[src/rtl/hdmi_audio_pkg.sv]
// -----------------------------------------------------------------------------
// hdmi_audio_pkg
// Shared constants, FSM state type and frame-counter arithmetic for the HDMI
// audio sample path.
// -----------------------------------------------------------------------------
package hdmi_audio_pkg;

  localparam int CHANNEL_STATUS_LENGTH = 192;
  localparam int SAMPLES_PER_PACKET    = 4;
  localparam int AUDIO_WORD_WIDTH      = 24;

  // Slot index width and "number of samples in a packet" width (0..4).
  localparam int SLOT_W = $clog2(SAMPLES_PER_PACKET);
  localparam int NUM_W  = SLOT_W + 1;

  typedef enum logic [1:0] {
    ST_IDLE  = 2'd0,
    ST_DRAIN = 2'd1,
    ST_EMIT  = 2'd2
  } buf_state_t;

  // Advance the channel-status frame index by n samples, wrapping at 192.
  // The sum is formed at 9 bits so 191 + 4 cannot overflow before the wrap.
  function automatic logic [7:0] advance_frame(input logic [7:0]       fc,
                                               input logic [NUM_W-1:0] n);
    logic [8:0] sum;
    sum = {1'b0, fc} + 9'(n);
    if (sum >= 9'(CHANNEL_STATUS_LENGTH)) begin
      sum = sum - 9'(CHANNEL_STATUS_LENGTH);
    end
    return sum[7:0];
  endfunction

endpackage

[src/rtl/audio_sample_buffer_if.sv]
// -----------------------------------------------------------------------------
// audio_sample_buffer_if
// Stereo L-PCM sample stream with valid/ready handshake.
//   sample_valid  source -> sink  sample available
//   sample_ready  sink -> source  sink can accept a sample
//   sample_left   source -> sink  24-bit left-channel word
//   sample_right  source -> sink  24-bit right-channel word
// A sample transfers on any clock edge where valid and ready are both high.
// -----------------------------------------------------------------------------
interface audio_sample_buffer_if;
  import hdmi_audio_pkg::*;

  logic                        sample_valid;
  logic                        sample_ready;
  logic [AUDIO_WORD_WIDTH-1:0] sample_left;
  logic [AUDIO_WORD_WIDTH-1:0] sample_right;

  modport master (
    output sample_valid,
    output sample_left,
    output sample_right,
    input  sample_ready
  );

  modport slave (
    input  sample_valid,
    input  sample_left,
    input  sample_right,
    output sample_ready
  );

endinterface

[src/rtl/audio_sample_fifo.sv]
// -----------------------------------------------------------------------------
// audio_sample_fifo
// Synchronous single-clock FIFO with show-ahead read data and occupancy count.
//   clk      clock
//   reset    synchronous active-high reset (empties the FIFO)
//   push     write wr_data (ignored when full)
//   wr_data  write data
//   pop      advance read pointer (ignored when empty)
//   rd_data  word at the head of the FIFO (valid when !empty)
//   count    occupancy, 0..FIFO_DEPTH
//   full     count == FIFO_DEPTH
//   empty    count == 0
// FIFO_DEPTH must be a power of two so pointers wrap naturally at AW bits.
// -----------------------------------------------------------------------------
module audio_sample_fifo #(
  parameter int FIFO_DEPTH = 8,
  parameter int AW         = 3,
  parameter int WIDTH      = 48
) (
  input  logic             clk,
  input  logic             reset,
  input  logic             push,
  input  logic [WIDTH-1:0] wr_data,
  input  logic             pop,
  output logic [WIDTH-1:0] rd_data,
  output logic [AW:0]      count,
  output logic             full,
  output logic             empty
);

  localparam logic [AW:0] DEPTH_COUNT = (AW + 1)'(FIFO_DEPTH);

  logic [WIDTH-1:0] mem [FIFO_DEPTH];
  logic [AW-1:0]    wr_ptr;
  logic [AW-1:0]    rd_ptr;
  logic             do_push;
  logic             do_pop;

  assign full    = (count == DEPTH_COUNT);
  assign empty   = (count == '0);
  assign do_push = push && !full;
  assign do_pop  = pop && !empty;
  assign rd_data = mem[rd_ptr];

  // NOTE: storage array has no reset; contents are only observable once
  // count says they were written, and resetting it would turn the RAM into flops.
  always_ff @(posedge clk) begin
    if (do_push) begin
      mem[wr_ptr] <= wr_data;
    end
  end

  // NOTE: sequential state uses non-blocking assignments so every register
  // samples pre-edge values regardless of statement order.
  always_ff @(posedge clk) begin
    if (reset) begin
      wr_ptr <= '0;
      rd_ptr <= '0;
      count  <= '0;
    end else begin
      if (do_push) wr_ptr <= wr_ptr + AW'(1);
      if (do_pop)  rd_ptr <= rd_ptr + AW'(1);
      if (do_push && !do_pop) begin
        count <= count + (AW + 1)'(1);
      end else if (do_pop && !do_push) begin
        count <= count - (AW + 1)'(1);
      end
    end
  end

endmodule

[src/rtl/audio_sample_buffer.sv]
// -----------------------------------------------------------------------------
// audio_sample_buffer
// Buffers stereo L-PCM samples and, on each packet_req, drains up to four of
// them into the slot set consumed by the HDMI audio sample packet generator.
//   clk_pixel                  pixel clock
//   reset                      synchronous active-high reset
//   sample_if (slave)          sample stream: valid/ready/left/right
//   packet_req                 one-cycle pulse, a packet slot is available
//   packet_valid               one-cycle pulse, packet outputs updated
//   frame_counter              channel-status frame index of slot 0 (0..191)
//   audio_sample_word[8]       word 2k = left of slot k, 2k+1 = right of slot k
//   audio_sample_word_present  bit k set = slot k carries a sample
//   valid_bit[4]               per slot, [0] = left, [1] = right
//   user_data_bit[4]           per slot, [0] = left, [1] = right
//   busy                       drain/emit in progress
//   overflow                   sticky, sample offered while FIFO full
// Latency: req sampled at cycle t, pops t+1..t+n, packet_valid at t+n+2.
// -----------------------------------------------------------------------------
module audio_sample_buffer
  import hdmi_audio_pkg::*;
#(
  parameter int   FIFO_DEPTH      = 8,
  parameter int   AW              = 3,
  parameter logic VALID_BIT_VALUE = 1'b0,
  parameter logic USER_BIT_VALUE  = 1'b0
) (
  input  logic                          clk_pixel,
  input  logic                          reset,
  audio_sample_buffer_if.slave          sample_if,
  input  logic                          packet_req,
  output logic                          packet_valid,
  output logic [7:0]                    frame_counter,
  output logic [AUDIO_WORD_WIDTH-1:0]   audio_sample_word [2*SAMPLES_PER_PACKET],
  output logic [SAMPLES_PER_PACKET-1:0] audio_sample_word_present,
  output logic [1:0]                    valid_bit [SAMPLES_PER_PACKET],
  output logic [1:0]                    user_data_bit [SAMPLES_PER_PACKET],
  output logic                          busy,
  output logic                          overflow
);

  localparam int FIFO_W = 2 * AUDIO_WORD_WIDTH;

  buf_state_t state;
  buf_state_t next_state;

  logic [FIFO_W-1:0] fifo_rd_data;
  logic [AW:0]       fifo_count;
  logic              fifo_full;
  logic              fifo_empty;
  logic              fifo_push;

  logic              load;
  logic              pop;
  logic              emit;
  logic [NUM_W-1:0]  avail_n;
  logic [NUM_W-1:0]  drain_n;
  logic [SLOT_W-1:0] slot;
  logic [7:0]        fc;

  logic [AUDIO_WORD_WIDTH-1:0]   stage_word [2*SAMPLES_PER_PACKET];
  logic [SAMPLES_PER_PACKET-1:0] stage_present;
  logic [1:0]                    stage_valid [SAMPLES_PER_PACKET];
  logic [1:0]                    stage_user [SAMPLES_PER_PACKET];

  // ---------------------------------------------------------------------------
  // Sample FIFO; each entry is {left, right}.
  // ---------------------------------------------------------------------------
  assign sample_if.sample_ready = !fifo_full;
  assign fifo_push = sample_if.sample_valid && !fifo_full;

  audio_sample_fifo #(
    .FIFO_DEPTH (FIFO_DEPTH),
    .AW         (AW),
    .WIDTH      (FIFO_W)
  ) u_fifo (
    .clk     (clk_pixel),
    .reset   (reset),
    .push    (fifo_push),
    .wr_data ({sample_if.sample_left, sample_if.sample_right}),
    .pop     (pop),
    .rd_data (fifo_rd_data),
    .count   (fifo_count),
    .full    (fifo_full),
    .empty   (fifo_empty)
  );

  // Samples taken by the next packet: min(count, 4).
  assign avail_n = (fifo_count >= (AW + 1)'(SAMPLES_PER_PACKET))
                 ? NUM_W'(SAMPLES_PER_PACKET)
                 : NUM_W'(fifo_count);

  assign busy = (state != ST_IDLE);

  // ---------------------------------------------------------------------------
  // FSM
  // ---------------------------------------------------------------------------
  always_ff @(posedge clk_pixel) begin
    if (reset) state <= ST_IDLE;
    else       state <= next_state;
  end

  // NOTE: every signal driven here gets a default first, so no path through
  // the case leaves one unassigned and infers a latch.
  always_comb begin
    next_state = state;
    load       = 1'b0;
    pop        = 1'b0;
    emit       = 1'b0;
    unique case (state)
      ST_IDLE: begin
        if (packet_req) begin
          load = 1'b1;
          if (avail_n != '0) next_state = ST_DRAIN;
        end
      end
      ST_DRAIN: begin
        // The snapshot guarantees enough entries; the empty guard only keeps
        // a corrupted drain_n from popping an empty FIFO.
        pop = !fifo_empty;
        if ({1'b0, slot} == drain_n - NUM_W'(1)) next_state = ST_EMIT;
      end
      ST_EMIT: begin
        emit       = 1'b1;
        next_state = ST_IDLE;
      end
      default: next_state = ST_IDLE;
    endcase
  end

  // ---------------------------------------------------------------------------
  // Staging, output registers, frame counter, overflow flag
  // ---------------------------------------------------------------------------
  always_ff @(posedge clk_pixel) begin
    if (reset) begin
      drain_n                   <= '0;
      slot                      <= '0;
      fc                        <= '0;
      packet_valid              <= 1'b0;
      frame_counter             <= '0;
      audio_sample_word_present <= '0;
      stage_present             <= '0;
      overflow                  <= 1'b0;
      for (int i = 0; i < 2*SAMPLES_PER_PACKET; i++) begin
        stage_word[i]        <= '0;
        audio_sample_word[i] <= '0;
      end
      for (int i = 0; i < SAMPLES_PER_PACKET; i++) begin
        stage_valid[i]   <= '0;
        stage_user[i]    <= '0;
        valid_bit[i]     <= '0;
        user_data_bit[i] <= '0;
      end
    end else begin
      packet_valid <= 1'b0;

      if (load) begin
        drain_n       <= avail_n;
        slot          <= '0;
        stage_present <= '0;
        for (int i = 0; i < 2*SAMPLES_PER_PACKET; i++) stage_word[i] <= '0;
        for (int i = 0; i < SAMPLES_PER_PACKET; i++) begin
          stage_valid[i] <= '0;
          stage_user[i]  <= '0;
        end
      end

      if (pop) begin
        stage_word[{slot, 1'b0}] <= fifo_rd_data[FIFO_W-1:AUDIO_WORD_WIDTH];
        stage_word[{slot, 1'b1}] <= fifo_rd_data[AUDIO_WORD_WIDTH-1:0];
        stage_present[slot]      <= 1'b1;
        stage_valid[slot]        <= {2{VALID_BIT_VALUE}};
        stage_user[slot]         <= {2{USER_BIT_VALUE}};
        slot                     <= slot + SLOT_W'(1);
      end

      if (emit) begin
        audio_sample_word         <= stage_word;
        audio_sample_word_present <= stage_present;
        valid_bit                 <= stage_valid;
        user_data_bit             <= stage_user;
        frame_counter             <= fc;
        fc                        <= advance_frame(fc, drain_n);
        packet_valid              <= 1'b1;
      end

      if (sample_if.sample_valid && fifo_full) overflow <= 1'b1;
    end
  end

endmodule

[src/flat_wrapper.sv]
// flat-port wrapper written by rule: the top's interface ports become plain ports
module audio_sample_buffer_flat import hdmi_audio_pkg::*;
#(
  parameter int   FIFO_DEPTH      = 8,
  parameter int   AW              = 3,
  parameter logic VALID_BIT_VALUE = 1'b0,
  parameter logic USER_BIT_VALUE  = 1'b0
)
  (clk_pixel, reset, packet_req, packet_valid, frame_counter, audio_sample_word, audio_sample_word_present, valid_bit, user_data_bit, busy, overflow, sample_if_sample_valid, sample_if_sample_left, sample_if_sample_right, sample_if_sample_ready);
  audio_sample_buffer_if sample_if_i ();
  input  logic clk_pixel;
  input  logic reset;
  input  logic packet_req;
  output logic packet_valid;
  output logic [7:0] frame_counter;
  output logic [AUDIO_WORD_WIDTH-1:0] audio_sample_word[2*SAMPLES_PER_PACKET];
  output logic [SAMPLES_PER_PACKET-1:0] audio_sample_word_present;
  output logic [1:0] valid_bit[SAMPLES_PER_PACKET];
  output logic [1:0] user_data_bit[SAMPLES_PER_PACKET];
  output logic busy;
  output logic overflow;
  input wire logic [$bits(sample_if_i.sample_valid)-1:0] sample_if_sample_valid;
  input wire logic [$bits(sample_if_i.sample_left)-1:0] sample_if_sample_left;
  input wire logic [$bits(sample_if_i.sample_right)-1:0] sample_if_sample_right;
  output wire logic [$bits(sample_if_i.sample_ready)-1:0] sample_if_sample_ready;
  assign sample_if_i.sample_valid = sample_if_sample_valid;
  assign sample_if_i.sample_left = sample_if_sample_left;
  assign sample_if_i.sample_right = sample_if_sample_right;
  assign sample_if_sample_ready = sample_if_i.sample_ready;
  audio_sample_buffer #(.FIFO_DEPTH(FIFO_DEPTH), .AW(AW), .VALID_BIT_VALUE(VALID_BIT_VALUE), .USER_BIT_VALUE(USER_BIT_VALUE)) u_core (.clk_pixel(clk_pixel), .reset(reset), .sample_if(sample_if_i), .packet_req(packet_req), .packet_valid(packet_valid), .frame_counter(frame_counter), .audio_sample_word(audio_sample_word), .audio_sample_word_present(audio_sample_word_present), .valid_bit(valid_bit), .user_data_bit(user_data_bit), .busy(busy), .overflow(overflow));
endmodule
[config.mk]
export PLATFORM = sky130hd
export DESIGN_NAME = audio_sample_buffer_flat
export DESIGN_NICKNAME = d
export VERILOG_FILES = /design/src/rtl/hdmi_audio_pkg.sv /design/src/rtl/audio_sample_buffer_if.sv /design/src/rtl/audio_sample_fifo.sv /design/src/rtl/audio_sample_buffer.sv /design/src/flat_wrapper.sv
export SDC_FILE = /design/constraint.sdc
export NUM_CORES = 1
export LEC_CHECK = 0
export BUFFER_PORTS_ARGS = -buffer_cell sky130_fd_sc_hd__buf_2
export CELL_PAD_IN_SITES_DETAIL_PLACEMENT = 0
export CELL_PAD_IN_SITES_GLOBAL_PLACEMENT = 2
export CORE_ASPECT_RATIO = 0.9
export CORE_MARGIN = 1
export CORE_UTILIZATION = 36
export CTS_CLUSTER_SIZE = 12
export DETAILED_ROUTE_END_ITERATION = 12
export PLACE_DENSITY = 0.75
export SYNTH_ARGS = -nofsm -noshare
export SYNTH_HDL_FRONTEND = slang
export SYNTH_SLANG_ARGS = --single-unit
export TNS_END_PERCENT = 1
[constraint.sdc]
create_clock -name clk_pixel -period 7.7 [get_ports clk_pixel]
set_input_delay 2.31 -clock clk_pixel [delete_from_list [all_inputs] [get_ports clk_pixel]]
set_output_delay 2.31 -clock clk_pixel [all_outputs]
set_load 0.03 [all_outputs]
==> results by group, run 1 <==
Cells and area
  – Commonest non-fill, non-tap cell in the layout: nand2_1
  – NumNets Final: 2,685
  – Area growth from synthesis to layout: 16.7%
  – Fill cells: 7,586
  – Largest Register: u_core.u_fifo.mem
  – Layout cell share with drive strength beyond 1: 0.199
  – Finished layout cell area: 34,900 µm²
  – Top Registers: u_core.u_fifo.mem (384), u_core.audio_sample_word (192), u_core.stage_word (192)
  – Max reg flops: 384
  – Most frequent cells in the layout: 594 x nand2_1, 459 x dfxtp_1, 384 x edfxtp_1

STA
  – Max-slew violation count: 0
  – Fmax: 218 MHz
  – Tightest Pin Transition: 1.26 ns
  – Final hold vios: 0
  – Post-route setup TNS: 0 ns
  – Fin Clk Skew: 0.0192 ns
  – Final setup violation count: 0
  – Slew headroom: 0.154
  – Min Tclk post-route: 4.58 ns
  – Fin crit share: 0.595
  – RSZ-0062 raised after global routing: no

Place
  – Post-DP HPWL: 48,100 µm
  – Placed cell area: 32,200 µm²
  – Gpl congestion: 0.753
  – Port Buf Inserts: 275

Clock tree
  – Postcts setup bufs: 0
  – CTS buffer count: 88
  – Sink Count: 846
  – Post-CTS sizing: 0
  – Cts hold-fix bufs: 0
  – Clk Tree Root Cell: clkbuf_16
  – CTS tree: yes
  – H-tree depth: 3
  – Clock latency at the later pin of the worst-skew pair: 0.64 ns
  – Longest Clk Path Bufs: 3
  – Reg clk slew, reported paths: 0.06 ns

Global route
  – First-pass GRT wire length: 116,000 µm
  – Antenna violations before repair: 19
  – Gr usage total: 0.183
  – Largest net degree at the start of global routing: 227
  – Vias in the first global route: 18,515
  – GR Overflow Total: 0

Floorplanning
  – Core area: 81,600 µm²
  – Chip Height: 276 µm
  – Rows: 99
  – Die X-Extent: 306 µm
  – Die footprint: 84,300 µm²
  – IO Count: 276
  – Initial Util: 0.367

Worst setup path
  – Critical path cell sequence: nor4b_1 -> inv_1 -> buf_2
  – Crit path buf inv count: 2
  – Crit Path Class: reg2out
  – Critical path's top delay family: simple AND/OR/NAND/NOR gates
  – Crit-path max FO: 6
  – Critical path capture point type: output port
  – CP max-delay cell: nor4b_1
  – CP Data Required Time: 5.39 ns
  – Critical path startpoint category: flip-flop
  – Max incr delay on CP: 0.89 ns
  – Arr. time, crit path: 2.27 ns

Power and ir drop
  – Sw Share: 0.254
  – Peak VDD IR: 0.159 mV
  – Power density cells: 292 nW/µm²
  – Pint: 7.61 mW
  – Sequential power share: 0.494
  – Clk pwr share: 0.397
  – Comb pwr share: 0.109
  – Leak: 12.1 nW
  – Net Sw Power: 2.59 mW

Flow run
  – Max-Cap Viols: 0

Routing
  – Highest routed layer: met5
  – Met2 routed WL: 35,000 µm
  – DR iter-0 viols: 1,501
  – Metal3 WL: 4790 µm
  – Met1 WL: 36,400 µm
  – WL per Instance: 20.7 µm
  – Via/cell ratio: 5.04
  – Total Routed Length: 77,900 µm
  – Vias: 18,927
  – DR pass1 iterations: 5
  – Post-route ant nets: 0
  – Post-route DRC: 0

Yosys
  – Post-synth ARST share: 0
  – Synthesized area: 29,900 µm²
  – Main synth FF type: dfxtp_1
  – Synthesized instance count: 2,386
  – Number of flops mapped to enable cells by yosys: 384
  – Register area share after synthesis: 0.694
  – Netlist cell types: 48
  – Synth warn: 0
  – Yosys reg bits: 846
  – Synth Net Count: 2,454
  – Mean Syn Cell Area: 12.5 µm²

Min path
  – HP Class: reg2reg

Status
  – Status: finished clean
## worst register-to-register path: stages (launching register included)
cell and delay [ns]:
dfxtp_4 0.96, buf_4 0.95, mux4_2 0.60, mux2i_1 0.76, o21ai_0 0.18
## power groups by stage
stage                     sequential, mW  clock, mW  combinational (mW)
final                               5.03       4.05                1.12
after global routing                5.06       4.34                1.21
after CTS                           5.04       4.16                1.13
after detailed placement            5.14          0                1.13
after global placement              5.13          0                1.11
after floorplan                     5.06          0               0.781
## layout make-up
type | instances | area [µm²] | share of cell area
sequential | 846 | 20800 | 0.595
multi-input combinational | 1374 | 8440 | 0.242
clock buffer | 138 | 2490 | 0.0713
timing repair buffer | 298 | 1570 | 0.0449
tap | 1060 | 1330 | 0.0380
clock inverter | 23 | 260 | 0.00745
inverter | 9 | 33.8 | 0.000967
antenna | 8 | 20.0 | 0.000573
## cell usage after synthesis (2+ instances only)
master,n,share of area
nand2_1,594,0.074
buf_1,14,0.0018
nor3_1,8,0.0013
mux2i_1,50,0.017
nand2b_1,6,0.0013
buf_2,27,0.0045
inv_1,8,0.0010
dfxtp_1,462,0.31
nand4b_1,2,0.00059
buf_6,17,0.0064
xnor2_1,8,0.0023
nor2_1,29,0.0036
and2_1,16,0.0033
ha_1,14,0.0059
o21ai_1,9,0.0015
mux4_2,96,0.072
or3_1,2,0.00042
clkbuf_2,7,0.0012
nor2_2,2,0.00042
a21oi_1,371,0.062
xor2_1,7,0.0020
o21ai_0,122,0.020
a21oi_2,2,0.00059
nand2_2,2,0.00042
nor2b_1,2,0.00042
edfxtp_1,384,0.39
nand3_1,8,0.0013
fa_1,2,0.0013
clkbuf_1,90,0.011
and3_1,5,0.0010
nor4b_1,3,0.00088
## stage by stage
step	power [mW]	instances	worst slack, ns	util	hold WS, ns
floorplan	5.84	2386	0.133	-	0.423
global placement	6.24	3587	2.86	0.394	0.433
detailed placement	6.27	3587	2.83	0.394	0.434
CTS	10.3	3748	3.05	0.428	0.443
global route	10.6	3748	3.05	0.428	0.453
finish	10.2	3756	3.12	0.428	0.440
## logic make-up after synthesis
group           synth area share
simple gates              0.0920
flops                      0.694
mux                       0.0893
xor+xnor                 0.00439
fa+ha+maj                0.00719
compound gates            0.0860
buf+inv                   0.0270
## final timing paths
kind                           start                 endpoint  cells past startpoint  slack, ns
max           u_core.u_fifo.count[0]   sample_if_sample_ready                      3       3.12
min          u_core.stage_present[2]  u_core.stage_present[2]                      2       0.44
min reg2reg  u_core.stage_present[2]  u_core.stage_present[2]                      2       0.44
max reg2reg                flip-flop    u_core.stage_word[92]                      4       4.07
## layer usage
layer | up-vias | global-route usage
li1 | 8920 | -
met5 | - | 0
met3 | 118 | 0.0401
met2 | 465 | 0.281
met4 | 20 | 0.0500
met1 | 9404 | 0.261
(Power assumes the default switching activity.)
==> run 2: changes to the inputs <==
--- a/config.mk
+++ b/config.mk
@@ -5,15 +5,16 @@
 export SDC_FILE = /design/constraint.sdc
 export NUM_CORES = 1
 export LEC_CHECK = 0
+export ABC_AREA = 1
 export BUFFER_PORTS_ARGS = -buffer_cell sky130_fd_sc_hd__buf_2
 export CELL_PAD_IN_SITES_DETAIL_PLACEMENT = 0
 export CELL_PAD_IN_SITES_GLOBAL_PLACEMENT = 2
 export CORE_ASPECT_RATIO = 0.9
 export CORE_MARGIN = 1
-export CORE_UTILIZATION = 36
+export CORE_UTILIZATION = 39
 export CTS_CLUSTER_SIZE = 12
 export DETAILED_ROUTE_END_ITERATION = 12
-export PLACE_DENSITY = 0.75
+export PLACE_DENSITY = 0.79
 export SYNTH_ARGS = -nofsm -noshare
 export SYNTH_HDL_FRONTEND = slang
 export SYNTH_SLANG_ARGS = --single-unit
==> constraint.sdc (replaced) <==
create_clock -name clk_pixel -period 4.8 [get_ports clk_pixel]
set_input_delay 1.44 -clock clk_pixel [delete_from_list [all_inputs] [get_ports clk_pixel]]
set_output_delay 1.44 -clock clk_pixel [all_outputs]
set_load 0.03 [all_outputs]
==> run 2 against run 1 <==
Net effect: core utilization grew 3.4 points; count of clock-buffer cells in the layout is 11 lower; power up 69%; highest routed layer unchanged; largest cell class unchanged; global-route usage grew 1.4 points; synthesized cell count grew 13%; register-to-register slack lost 2.2 ns; first-iteration DRC count up 13%; final cell count increased by 6.4%.
==> results by group, run 2 <==
Clock tree
  – H-tree depth: 3
  – CTS tree: yes
  – Clk Tree Root Cell: clkbuf_16
  – CTS buffer count: 90
  – Clock latency at the later pin of the worst-skew pair: 0.64 ns
  – Cts hold-fix bufs: 0
  – Sink Count: 846
  – Longest Clk Path Bufs: 3
  – Postcts setup bufs: 0
  – Reg clk slew, reported paths: 0.06 ns
  – Post-CTS sizing: 0

Power and ir drop
  – Comb pwr share: 0.150
  – Sequential power share: 0.467
  – Net Sw Power: 4.91 mW
  – Clk pwr share: 0.383
  – Sw Share: 0.285
  – Leak: 12.8 nW
  – Peak VDD IR: 0.376 mV
  – Power density cells: 486 nW/µm²
  – Pint: 12.3 mW

Place
  – Port Buf Inserts: 275
  – Pre-CTS WS: 0.992 ns
  – Placed cell area: 32,700 µm²
  – Post-DP HPWL: 49,600 µm
  – Gpl congestion: 0.811

Worst setup path
  – Crit path buf inv count: 1
  – Critical path cell sequence: nor2_1 -> nand3_1 -> buf_2
  – Critical path's top delay family: simple AND/OR/NAND/NOR gates
  – Critical path startpoint category: flip-flop
  – Max incr delay on CP: 0.37 ns
  – Arr. time, crit path: 1.77 ns
  – CP Data Required Time: 3.36 ns
  – Crit-path max FO: 5
  – Cells on worst reg2reg path: 8
  – Reg-to-reg endpoint: u_core.stage_word[191]
  – CP max-delay cell: dfxtp_1
  – Reg-to-reg slack, setup: 1.88 ns
  – Critical path capture point type: output port
  – Crit Path Class: reg2out
  – RR Startpoint: u_core.u_fifo.count[1]

Global route
  – First-pass GRT wire length: 121,000 µm
  – Antenna violations before repair: 12
  – Largest net degree at the start of global routing: 220
  – GR Overflow Total: 0
  – Gr usage total: 0.197
  – Vias in the first global route: 20,075

STA
  – Fin crit share: 0.668
  – RSZ-0062 raised after global routing: no
  – Fin Clk Skew: 0.0264 ns
  – Slew headroom: 0.237
  – Fmax: 312 MHz
  – Final setup violation count: 0
  – Post-route setup TNS: 0 ns
  – Final worst setup slack: 1.59 ns
  – Tightest Pin Transition: 1.15 ns
  – Min Tclk post-route: 3.21 ns
  – Max-slew violation count: 0
  – Final hold vios: 0

Yosys
  – Post-synthesis xor/xnor area fraction: 0.00172
  – Synth top cells by count: 462 x dfxtp_1, 384 x edfxtp_1, 382 x o21ai_0, 350 x nor2_1, 284 x a21oi_1
  – Post-synth ARST share: 0
  – Adder-cell share of the synthesized area: 0.00706
  – Synthesized area: 30,500 µm²
  – Register area share after synthesis: 0.681
  – Mean Syn Cell Area: 11.3 µm²
  – Yosys reg bits: 846
  – Netlist cell types: 36
  – Post-Synth Simple-Gate Area: 0.0603
  – Count leader, synth: dfxtp_1
  – Compound-gate portion of the synthesized area: 0.167
  – Number of flops mapped to enable cells by yosys: 384
  – Main synth FF type: dfxtp_1
  – Largest family of logic cells by synthesized area: compound AO/OA/AOI/OAI gates
  – Synth top area share: 0.378
  – Area leader, netlist: edfxtp_1
  – Post-synthesis mux area share: 0.0315
  – Synth Net Count: 2,768
  – Area contributors post-synth: edfxtp_1 38%, dfxtp_1 30%, o21ai_0 6.3%, a21oi_1 4.7%, nor2_1 4.3%
  – Synthesized instance count: 2,700
  – Synth warn: 0

Min path
  – HP Class: reg2reg
  – Startpoint of the worst hold path: u_core.stage_valid[7]
  – Worst Hold Depth: 2
  – Hold Path End: u_core.stage_valid[7]

Floorplanning
  – Chip Height: 267 µm
  – IO Count: 276
  – Die X-Extent: 297 µm
  – Initial Util: 0.397
  – Rows: 96
  – Die footprint: 79,300 µm²
  – Core area: 76,800 µm²

Cells and area
  – Area growth from synthesis to layout: 16.4%
  – Commonest non-fill, non-tap cell in the layout: dfxtp_1
  – Top Registers: u_core.u_fifo.mem (384), u_core.audio_sample_word (192), u_core.stage_word (192)
  – Largest Register: u_core.u_fifo.mem
  – NumNets Final: 2,963
  – Finished layout cell area: 35,500 µm²
  – Most frequent cells in the layout: 459 x dfxtp_1, 384 x edfxtp_1, 382 x o21ai_0
  – Layout cell share with drive strength beyond 1: 0.160
  – Max reg flops: 384

Routing
  – Post-route DRC: 0
  – Total Routed Length: 80,800 µm
  – DR iter-0 viols: 1,696
  – Post-route ant nets: 0
  – DR pass1 iterations: 5
  – Via/cell ratio: 5.32
  – WL per Instance: 20.2 µm
  – Vias: 21,253

Flow run
  – Max-Cap Viols: 0

Status
  – Status: finished clean
-- run 2: metrics by stage --
stage | power [mW] | hold WS [ns] | cells | utilization
6_report | 17.2 | 0.441 | 3996 | 0.462
3_5_place_dp | 10.8 | 0.431 | 3832 | 0.426
2_1_floorplan | 9.78 | 0.415 | 2700 | -
4_1_cts | 17.4 | 0.440 | 3992 | 0.462
3_3_place_gp | 10.7 | 0.427 | 3832 | 0.426
5_1_grt | 17.9 | 0.452 | 3993 | 0.462
-- run 2: layout make-up --
class	instances	area, µm²
diodes	4	10.0
clock buffers	127	2520
clock inverters	33	294
fillers	6964	41300
inverters	178	686
multi-input cells	1473	8230
flip-flops and latches	846	20800
well taps	1029	1290
repair buffers	306	1670
-- run 2: cell families (layout without fill, tap and decap cells) --
| family | count (synthesis) | in the layout |
|---|---|---|
| DFF | 846 | 846 |
| adders and majority gates | 16 | 16 |
| buffers and inverters | 381 | 644 |
| xor gates and xnor gates | 6 | 6 |
| and+or+nand+nor | 464 | 464 |
| muxes | 96 | 96 |
| AOI/OAI and AO/OA | 891 | 891 |
| other | 0 | 4 |
-- run 2: worst max-delay path by stage --
| stage | from | end | cells after the start |
|---|---|---|---|
| finish | u_core.u_fifo.count[1] | sample_if_sample_ready | 3 |
| global route | u_core.u_fifo.count[1] | sample_if_sample_ready | 3 |
| CTS | u_core.u_fifo.count[1] | sample_if_sample_ready | 3 |
| detailed placement | reset | u_core.stage_word[191] | 4 |
| global placement | reset | u_core.stage_word[191] | 4 |
| floorplan | sample_if_sample_valid | u_core.u_fifo.mem[0][0] | 4 |
-- run 2: routing by layer --
metal  global-route usage  wire length [µm]
met2                0.302             36200
met5                    0                78
met1                0.282             37900
met3               0.0415              4920
met4               0.0521              1700
-- run 2: worst min-delay path, delay by kind of cell (launching register included) --
family           cells  cell delay, ns
DFF                  1            0.30
and+or+nand+nor      2            0.10
-- run 2: power by group through the flow --
stage | Combinational (mW) | Sequential [mW] | Clock (mW)
floorplan | 1.66 | 8.12 | 0
global placement | 2.51 | 8.19 | 0
detailed placement | 2.56 | 8.21 | 0
CTS | 2.58 | 8.05 | 6.73
global route | 2.79 | 8.09 | 7.02
finish | 2.59 | 8.05 | 6.59
